<file path="config.mk">
export PLATFORM = sky130hd
export DESIGN_NAME = cellrv32_cpu_cp_fpu32_f2i_arb
export DESIGN_NICKNAME = d
export VERILOG_FILES = /design/src/rtl/cellrv32_cpu_cp_fpu32_f2i_arb.sv
export SDC_FILE = /design/constraint.sdc
export NUM_CORES = 1
export LEC_CHECK = 0
export ABC_AREA = 1
export ABC_CLOCK_PERIOD_IN_PS = 2400
export BUFFER_PORTS_ARGS = -buffer_cell sky130_fd_sc_hd__buf_4
export CORE_UTILIZATION = 48
export DETAILED_ROUTE_END_ITERATION = 12
export PLACE_DENSITY = 0.93
export SETUP_SLACK_MARGIN = 0.5
export SLEW_MARGIN = 30
export SYNTH_ARGS = -nofsm -noshare
export SYNTH_HDL_FRONTEND = slang
export SYNTH_SLANG_ARGS = --single-unit
</file>
<file path="constraint.sdc">
create_clock -name clk_i -period 2.4 [get_ports clk_i]
set_input_delay 0.12 -clock clk_i [delete_from_list [all_inputs] [get_ports clk_i]]
set_output_delay 0.12 -clock clk_i [all_outputs]
set_load 0.01 [all_outputs]
</file>
<file path="src/rtl/cellrv32_cpu_cp_fpu32_f2i_arb.sv">
// Round-robin arbiter that shares one multi-cycle float-to-int converter between NREQ requesters.
// Latches one request, starts the converter, holds its operands until done and returns one response.
module cellrv32_cpu_cp_fpu32_f2i_arb #(
    parameter int NREQ  = 2,
    parameter int TAG_W = 4,
    parameter int TMO   = 63
) (
    input  logic                    clk_i,
    input  logic                    rst_i,
    input  logic                    flush_i,
    input  logic [NREQ-1:0]         req_valid_i,
    output logic [NREQ-1:0]         req_ready_o,
    input  logic [3*NREQ-1:0]       req_rmode_i,
    input  logic [NREQ-1:0]         req_funct_i,
    input  logic [NREQ-1:0]         req_sign_i,
    input  logic [8*NREQ-1:0]       req_exp_i,
    input  logic [23*NREQ-1:0]      req_mant_i,
    input  logic [10*NREQ-1:0]      req_class_i,
    input  logic [TAG_W*NREQ-1:0]   req_tag_i,
    output logic                    cvt_start_o,
    output logic [2:0]              cvt_rmode_o,
    output logic                    cvt_funct_o,
    output logic                    cvt_sign_o,
    output logic [7:0]              cvt_exp_o,
    output logic [22:0]             cvt_mant_o,
    output logic [9:0]              cvt_class_o,
    input  logic [31:0]             cvt_result_i,
    input  logic [4:0]              cvt_flags_i,
    input  logic                    cvt_done_i,
    output logic                    rsp_valid_o,
    input  logic                    rsp_ready_i,
    output logic [1:0]              rsp_id_o,
    output logic [TAG_W-1:0]        rsp_tag_o,
    output logic [31:0]             rsp_result_o,
    output logic [4:0]              rsp_flags_o,
    output logic                    rsp_err_o
);
    localparam int WD_W = $clog2(TMO + 1);

    typedef enum logic [2:0] {S_IDLE, S_ISSUE, S_WAIT, S_RESP, S_DRAIN} state_t;

    state_t            r_state;
    logic [1:0]        r_ptr;
    logic [1:0]        r_id;
    logic [WD_W-1:0]   r_wdog;
    logic [2:0]        r_rmode;
    logic              r_funct;
    logic              r_sign;
    logic [7:0]        r_exp;
    logic [22:0]       r_mant;
    logic [9:0]        r_class;
    logic [TAG_W-1:0]  r_tag;
    logic [31:0]       r_result;
    logic [4:0]        r_flags;
    logic              r_err;

    logic              w_any;
    logic [1:0]        w_gnt;
    logic              w_accept;
    logic              w_wdog_tc;

    // First valid requester at/after ptr+1, wrapping.
    always_comb begin
        w_any = 1'b0;
        w_gnt = 2'd0;
        for (int i = 1; i <= NREQ; i++) begin
            for (int k = 0; k < NREQ; k++) begin
                if (!w_any && (k == (int'(r_ptr) + i) % NREQ) && req_valid_i[k]) begin
                    w_any = 1'b1;
                    w_gnt = 2'(k);
                end
            end
        end
    end

    assign w_accept  = (r_state == S_IDLE) && !flush_i && w_any;
    assign w_wdog_tc = (r_wdog <= WD_W'(1));

    always_comb begin
        req_ready_o = '0;
        for (int k = 0; k < NREQ; k++) begin
            req_ready_o[k] = w_accept && (w_gnt == 2'(k));
        end
    end

    always_ff @(posedge clk_i) begin
        if (rst_i) begin
            r_state  <= S_IDLE;
            r_ptr    <= 2'd0;
            r_id     <= 2'd0;
            r_wdog   <= '0;
            r_rmode  <= '0;
            r_funct  <= 1'b0;
            r_sign   <= 1'b0;
            r_exp    <= '0;
            r_mant   <= '0;
            r_class  <= '0;
            r_tag    <= '0;
            r_result <= '0;
            r_flags  <= '0;
            r_err    <= 1'b0;
        end else begin
            case (r_state)
                S_IDLE: begin
                    if (w_accept) begin
                        for (int k = 0; k < NREQ; k++) begin
                            if (w_gnt == 2'(k)) begin
                                r_rmode <= req_rmode_i[3*k +: 3];
                                r_funct <= req_funct_i[k];
                                r_sign  <= req_sign_i[k];
                                r_exp   <= req_exp_i[8*k +: 8];
                                r_mant  <= req_mant_i[23*k +: 23];
                                r_class <= req_class_i[10*k +: 10];
                                r_tag   <= req_tag_i[TAG_W*k +: TAG_W];
                            end
                        end
                        r_ptr   <= w_gnt;
                        r_id    <= w_gnt;
                        r_state <= S_ISSUE;
                    end
                end
                S_ISSUE: begin
                    r_wdog  <= WD_W'(TMO);
                    r_state <= flush_i ? S_IDLE : S_WAIT;
                end
                S_WAIT: begin
                    r_wdog <= r_wdog - WD_W'(1);
                    // Flush beats done, done beats the watchdog.
                    if (flush_i) begin
                        r_state <= S_DRAIN;
                    end else if (cvt_done_i) begin
                        r_result <= cvt_result_i;
                        r_flags  <= cvt_flags_i;
                        r_err    <= 1'b0;
                        r_state  <= S_RESP;
                    end else if (w_wdog_tc) begin
                        r_result <= '0;
                        r_flags  <= '0;
                        r_err    <= 1'b1;
                        r_state  <= S_RESP;
                    end
                end
                S_RESP: begin
                    if (flush_i || rsp_ready_i) begin
                        r_state <= S_IDLE;
                    end
                end
                S_DRAIN: begin
                    if (r_wdog != '0) begin
                        r_wdog <= r_wdog - WD_W'(1);
                    end
                    if (cvt_done_i || w_wdog_tc) begin
                        r_state <= S_IDLE;
                    end
                end
                default: r_state <= S_IDLE;
            endcase
        end
    end

    assign cvt_start_o  = (r_state == S_ISSUE) && !flush_i;
    assign cvt_rmode_o  = r_rmode;
    assign cvt_funct_o  = r_funct;
    assign cvt_sign_o   = r_sign;
    assign cvt_exp_o    = r_exp;
    assign cvt_mant_o   = r_mant;
    assign cvt_class_o  = r_class;
    assign rsp_valid_o  = (r_state == S_RESP);
    assign rsp_id_o     = r_id;
    assign rsp_tag_o    = r_tag;
    assign rsp_result_o = r_result;
    assign rsp_flags_o  = r_flags;
    assign rsp_err_o    = r_err;

endmodule

</file>
Word-level counts from Yosys, hierarchy flattened
Index checks and enable logic that the tools add are counted.
- reduce and logical (&&, ||, !) cells: 31
- equality and inequality tests: 12
- muxes and demuxes: 37
- magnitude comparators: 1
- bitwise operators: 3
- add/sub/neg operators: 3
- operator list (operator ; number):
    logical NOT 32 bit ; 2
    2-to-1 mux 32 bit ; 2
    2-to-1 mux 23 bit ; 2
    2-to-1 mux 3 bit ; 8
    2-to-1 mux 10 bit ; 2
    one-hot mux 6 bit (3 select lines) ; 1
    2-to-1 mux 8 bit ; 2
    one-hot mux 3 bit (5 select lines) ; 1
    logical AND 1 bit ; 12
    2-to-1 mux 1 bit ; 11
    2-to-1 mux 5 bit ; 2
    2-to-1 mux 4 bit ; 2
    equality test 3 x 2 -> 1 bit, second input constant ; 2
    <= comparator 6 x 1 -> 1 bit, second input constant ; 1
    2-to-1 mux 2 bit ; 3
    2-to-1 mux 6 bit ; 1
    != test 2 bit, second input constant ; 3
    AND reduction 3 bit ; 2
    nonzero test 6 bit ; 1
    subtractor 6 x 1 -> 6 bit, second input constant ; 1
    equality test 2 bit, first input constant ; 2
    logical NOT 1 bit ; 4
    != test 4 bit, second input constant ; 1
    AND reduction 2 bit ; 2
    other kinds (13) ; 17
- output and inout port bits: 94
- input bits: 144
- word-level logic and storage cells: 100
- register bits after elaboration: 99

Logic depth before layout (Yosys ltp)
- depth after elaboration: 20
- mapped depth: 9
- depth with buffers taken out: 8

Worst setup path after synthesis
No wires, ideal clock.
- path type: register -> register
- start: register r_wdog[0]
- end: register r_result[10] (netlist: rsp_result_o[10])
- required time: 2.330 ns
- cell stages (with the launch flop): 10
- setup time: 0.070 ns
- arrival: 1.430 ns
- slack: 0.900 ns
- clock period less this slack: 1.500 ns
- path through: dfxtp_1 inv_1 ha_1 o211ai_1 nand2_1 nand2_1 buf_4 buf_6 nand2_1 a21oi_1
- word-level cells in the longest chain between the ends: 3
- RTL lines (item ; RTL line ; text):
    start: declaration ; 45 ; logic [WD_W-1:0] r_wdog;
    start signal: assignment ; 123 ; r_wdog <= WD_W'(TMO);
    start signal: assignment ; 127 ; r_wdog <= r_wdog - WD_W'(1);
    start signal: assignment ; 150 ; r_wdog <= r_wdog - WD_W'(1);
    <= comparator 6 x 1 -> 1 bit ; 77 ; assign w_wdog_tc = (r_wdog <= WD_W'(1));
    nonzero test 2 bit (no line) ; -- ;
    AND reduction 3 bit (no line) ; -- ;
    end signal: assignment ; 132 ; r_result <= cvt_result_i;
    end: declaration ; 53 ; logic [31:0] r_result;
No other way between the ends.
A chain may end at the register's enable or synchronous reset.

Worst setup path in the final report
- start: register r_state[2]
- end: output port req_ready_o[1]
- word-level cells in the longest chain between the ends: 4
- RTL lines (item ; RTL line ; text):
    start: declaration ; 42 ; state_t r_state;
    start signal: assignment ; 124 ; r_state <= flush_i ? S_IDLE : S_WAIT;
    logical NOT 3 bit ; 76 ; assign w_accept = (r_state == S_IDLE) && !flush_i && w_any;
    logical AND 1 bit (2 in a row) ; 76 ;
    logical AND 1 bit ; 82 ; req_ready_o[k] = w_accept && (w_gnt == 2'(k));
    end: declaration ; 12 ; output logic [NREQ-1:0] req_ready_o,
No other way between the ends.

==> results_dict.tcl <==
set metrics [dict create \
    remaining_drc_errors 0 \
    min_path_type "in2reg" \
    drt_pass1_iterations 5 \
    gp_congestion 0.826 \
    max_stage_delay_ns 0.36 \
    drive_gt1_share_pct 30.8 \
    die_h_um 97.0 \
    cp-end-kind "output pin" \
    ys.warnings.count 0 \
    drv_cap 0 \
    skew_ns 0.0131 \
    hold_end "rsp_result_o[10]" \
    coreArea_sq_um 8720 \
    antenna_cells 0 \
    antenna_found_initial 0 \
    final_cells 990 \
    pin_count 238 \
    grt_pass1_wl_um 20900 \
    cpMaxStageDelayCell "dfxtp_2" \
    synthDistinctLibCells 26 \
    r2r_start "r_wdog[0]" \
    hold_path.startpoint "cvt_result_i[10]" \
    grt_pass1_vias 4611 \
    vias 4839 \
    worst-setup-path-type "reg2out" \
    vias_per_cell 4.89 \
    p_comb_share_pct 34.0 \
    row_count 34 \
    hold_viol 0 \
    cts_buffer_depth 2 \
    yosys_most_used_dff "dfxtp_1" \
    slew_headroom_pct 64.6 \
    rsz0062_at_grt "yes" \
    top_layer "met4" \
    syn_avg_cell_area_sq_um 6.58 \
    clk_latency_ns 0.36 \
    yosysSeqAreaShare_pct 45.3 \
    die_x_um 97.0 \
    tritoncts "built" \
    routed_wl_um 13000 \
    layout_commonest_cell "nand2_1" \
    setup_tns_ns 0 \
    crit_buf_inv 3 \
    dp.cells 970 \
    dpl.hpwl_um 9220 \
    cp_max_fo 36 \
    async_flop_share_pct 0 \
    status "finished, final reports clean" \
    total_leakage_power_nw 3.13 \
    clkTransAtPathRegs_ns 0.09 \
    first_iter_violations 208 \
    postRouteAntennaNets 0 \
    critPathTopFamily "simple AND/OR/NAND/NOR gates" \
    p_sw_share_pct 34.1 \
    netlist_area_sq_um 4330 \
    fmax_mhz 555 \
    slew_violations 0 \
    worst_pin_slew_ns 0.531 \
    internal_power_w 0.00311 \
    ir_drop_mv 0.405 \
    period_minus_slack_ns 1.80 \
    syn_nets 804 \
    dieArea_sq_um 9400 \
    nets 1024 \
    cp.arrival_ns 1.68 \
    mostFrequentLayoutCells "354 x nand2_1, 241 x buf_4, 97 x dfxtp_1, 94 x a21oi_1, 19 x inv_1" \
    r2r-end "rsp_result_o[3]" \
    met1_length_um 5090 \
    cellPowerDensity_nw_per_um2 736 \
    dpl_cell_area_sq_um 6120 \
    hold_path_depth 3 \
    worst_slack_ns 0.598 \
    worst_ep_required_time_ns 2.28 \
    crit_path_start_kind "flop" \
    crit_top_cell "nor2_4" \
    finalCritPeriodShare_pct 75.1 \
    p_sw_w 0.00161 \
    start_util_pct 49.6 \
    grt_overflow_total 0 \
    route.met2.wl_um 6480 \
    dr_wl_met3_um 887 \
    cts-root-buf "clkbuf_8" \
    synth-edff-count 0 \
    setup_viol 0 \
    grt_max_degree 58 \
    syn_inst 658 \
    seq_power_share_pct 41.7 \
    grt_use_total_pct 27.2 \
    power_frac_clock_pct 24.4 \
    r2r_slack_ns 0.63 \
    pre_cts_slack_ns 0.609 \
    rr_worst_depth 8 \
    cp_cell_sequence "nor2_4 > nand2_1 > nor2_4 > inv_6 > buf_12 > nor2_1 > buf_4" \
    ys_ff_latch 98 \
    fin_area_sq_um 6400 \
    routedWlPerCell_um 13.2 \
    htree_levels 3 \
    cts_buffers 9 \
    cts_sinks 98 \
    area_delta_synth_final_pct 48.0 \
    port_buffers 236 \
]
## through the flow
stage	util [%]	hold slack [ns]	power, W
global route	73.4	0.00292	0.00502
CTS	73.0	0.00126	0.00471
floorplan	-	0.267	0.00295
finish	73.4	0.0183	0.00471
detailed placement	70.2	0.388	0.00357
global placement	70.2	0.386	0.00353
## repair_timing
action	4_1_cts	5_1_grt
gates resized for setup	2	6
setup buffers	0	2
pin swaps	0	2
hold endpoints to repair	2	0
hold buffers	2	0
cloned	0	1
endpoints found under the setup margin	2	39
## worst max-delay path by stage
stage                     start                to  slack, ns  depth (start not counted)
floorplan             r_wdog[0]  rsp_result_o[10]       0.90                          9
global placement     r_state[2]       rsp_id_o[0]       0.68                          6
detailed placement    r_wdog[0]   rsp_result_o[3]       0.61                          8
CTS                 rsp_id_o[0]    req_ready_o[0]       0.50                          6
global route          r_wdog[0]   rsp_result_o[3]       0.43                          8
finish               r_state[2]    req_ready_o[1]       0.60                          7
## cell usage after synthesis (3+ instances only)
master / number / share of area [%]
a21oi_1: 94 / 11
buf_2: 11 / 1.3
buf_4: 5 / 0.87
clkbuf_1: 20 / 1.7
dfxtp_1: 98 / 45
inv_1: 19 / 1.6
nand2_1: 355 / 31
nand3_1: 11 / 1.3
nor2_1: 16 / 1.4
nor2_4: 3 / 0.78
o21ai_0: 5 / 0.58
## logic make-up after synthesis
group                      count (synthesis)  synth area share, %
DFF                                       98                 45.3
adders and majority gates                  2                0.578
other                                      1               0.0866
and+or+nand+nor                          394                 35.6
AOI/OAI and AO/OA                        101                 11.8
buffers and inverters                     61                 6.39
xor gates and xnor gates                   1                0.202
## power by group through the flow
stage	Sequential [W]	Clock [W]	Combinational, W
4_1_cts	0.00196	0.00117	0.00158
3_5_place_dp	0.00200	0	0.00157
6_report	0.00196	0.00115	0.00160
2_1_floorplan	0.00204	0	0.000904
5_1_grt	0.00199	0.00123	0.00180
3_3_place_gp	0.00199	0	0.00154
## sequential cells by signal, summed over array words and instances, names as in the netlist
register	flops
cvt_funct_o	1
rsp_flags_o	5
cvt_mant_o	23
rsp_id_o	1
rsp_tag_o	4
rsp_result_o	32
r_state	3
r_wdog	6
cvt_class_o	10
cvt_exp_o	8
rsp_err_o	1
cvt_rmode_o	3
cvt_sign_o	1
## worst min-delay path, stage by stage
cell     delay [ns]
buf_4          0.11
nand2_1        0.05
a21oi_1        0.05
## per-layer routing
layer	vias up	global-route usage [%]
li1	2481	-
met1	2126	30.8
met2	185	46.9
met3	47	7.73
met4	0	13.2
met5	-	0
## area by class of cell
cell class	count	area [sq um]
Multi-Input combinational cell	500	2100
Timing Repair Buffer	247	1900
Clock buffer	10	128
Tap cell	108	135
Sequential cell	98	1960
Clock inverter	5	86.3
Fill cell	687	2320
Inverter	22	87.6
No activity file was read; power rests on OpenSTA's default activity.
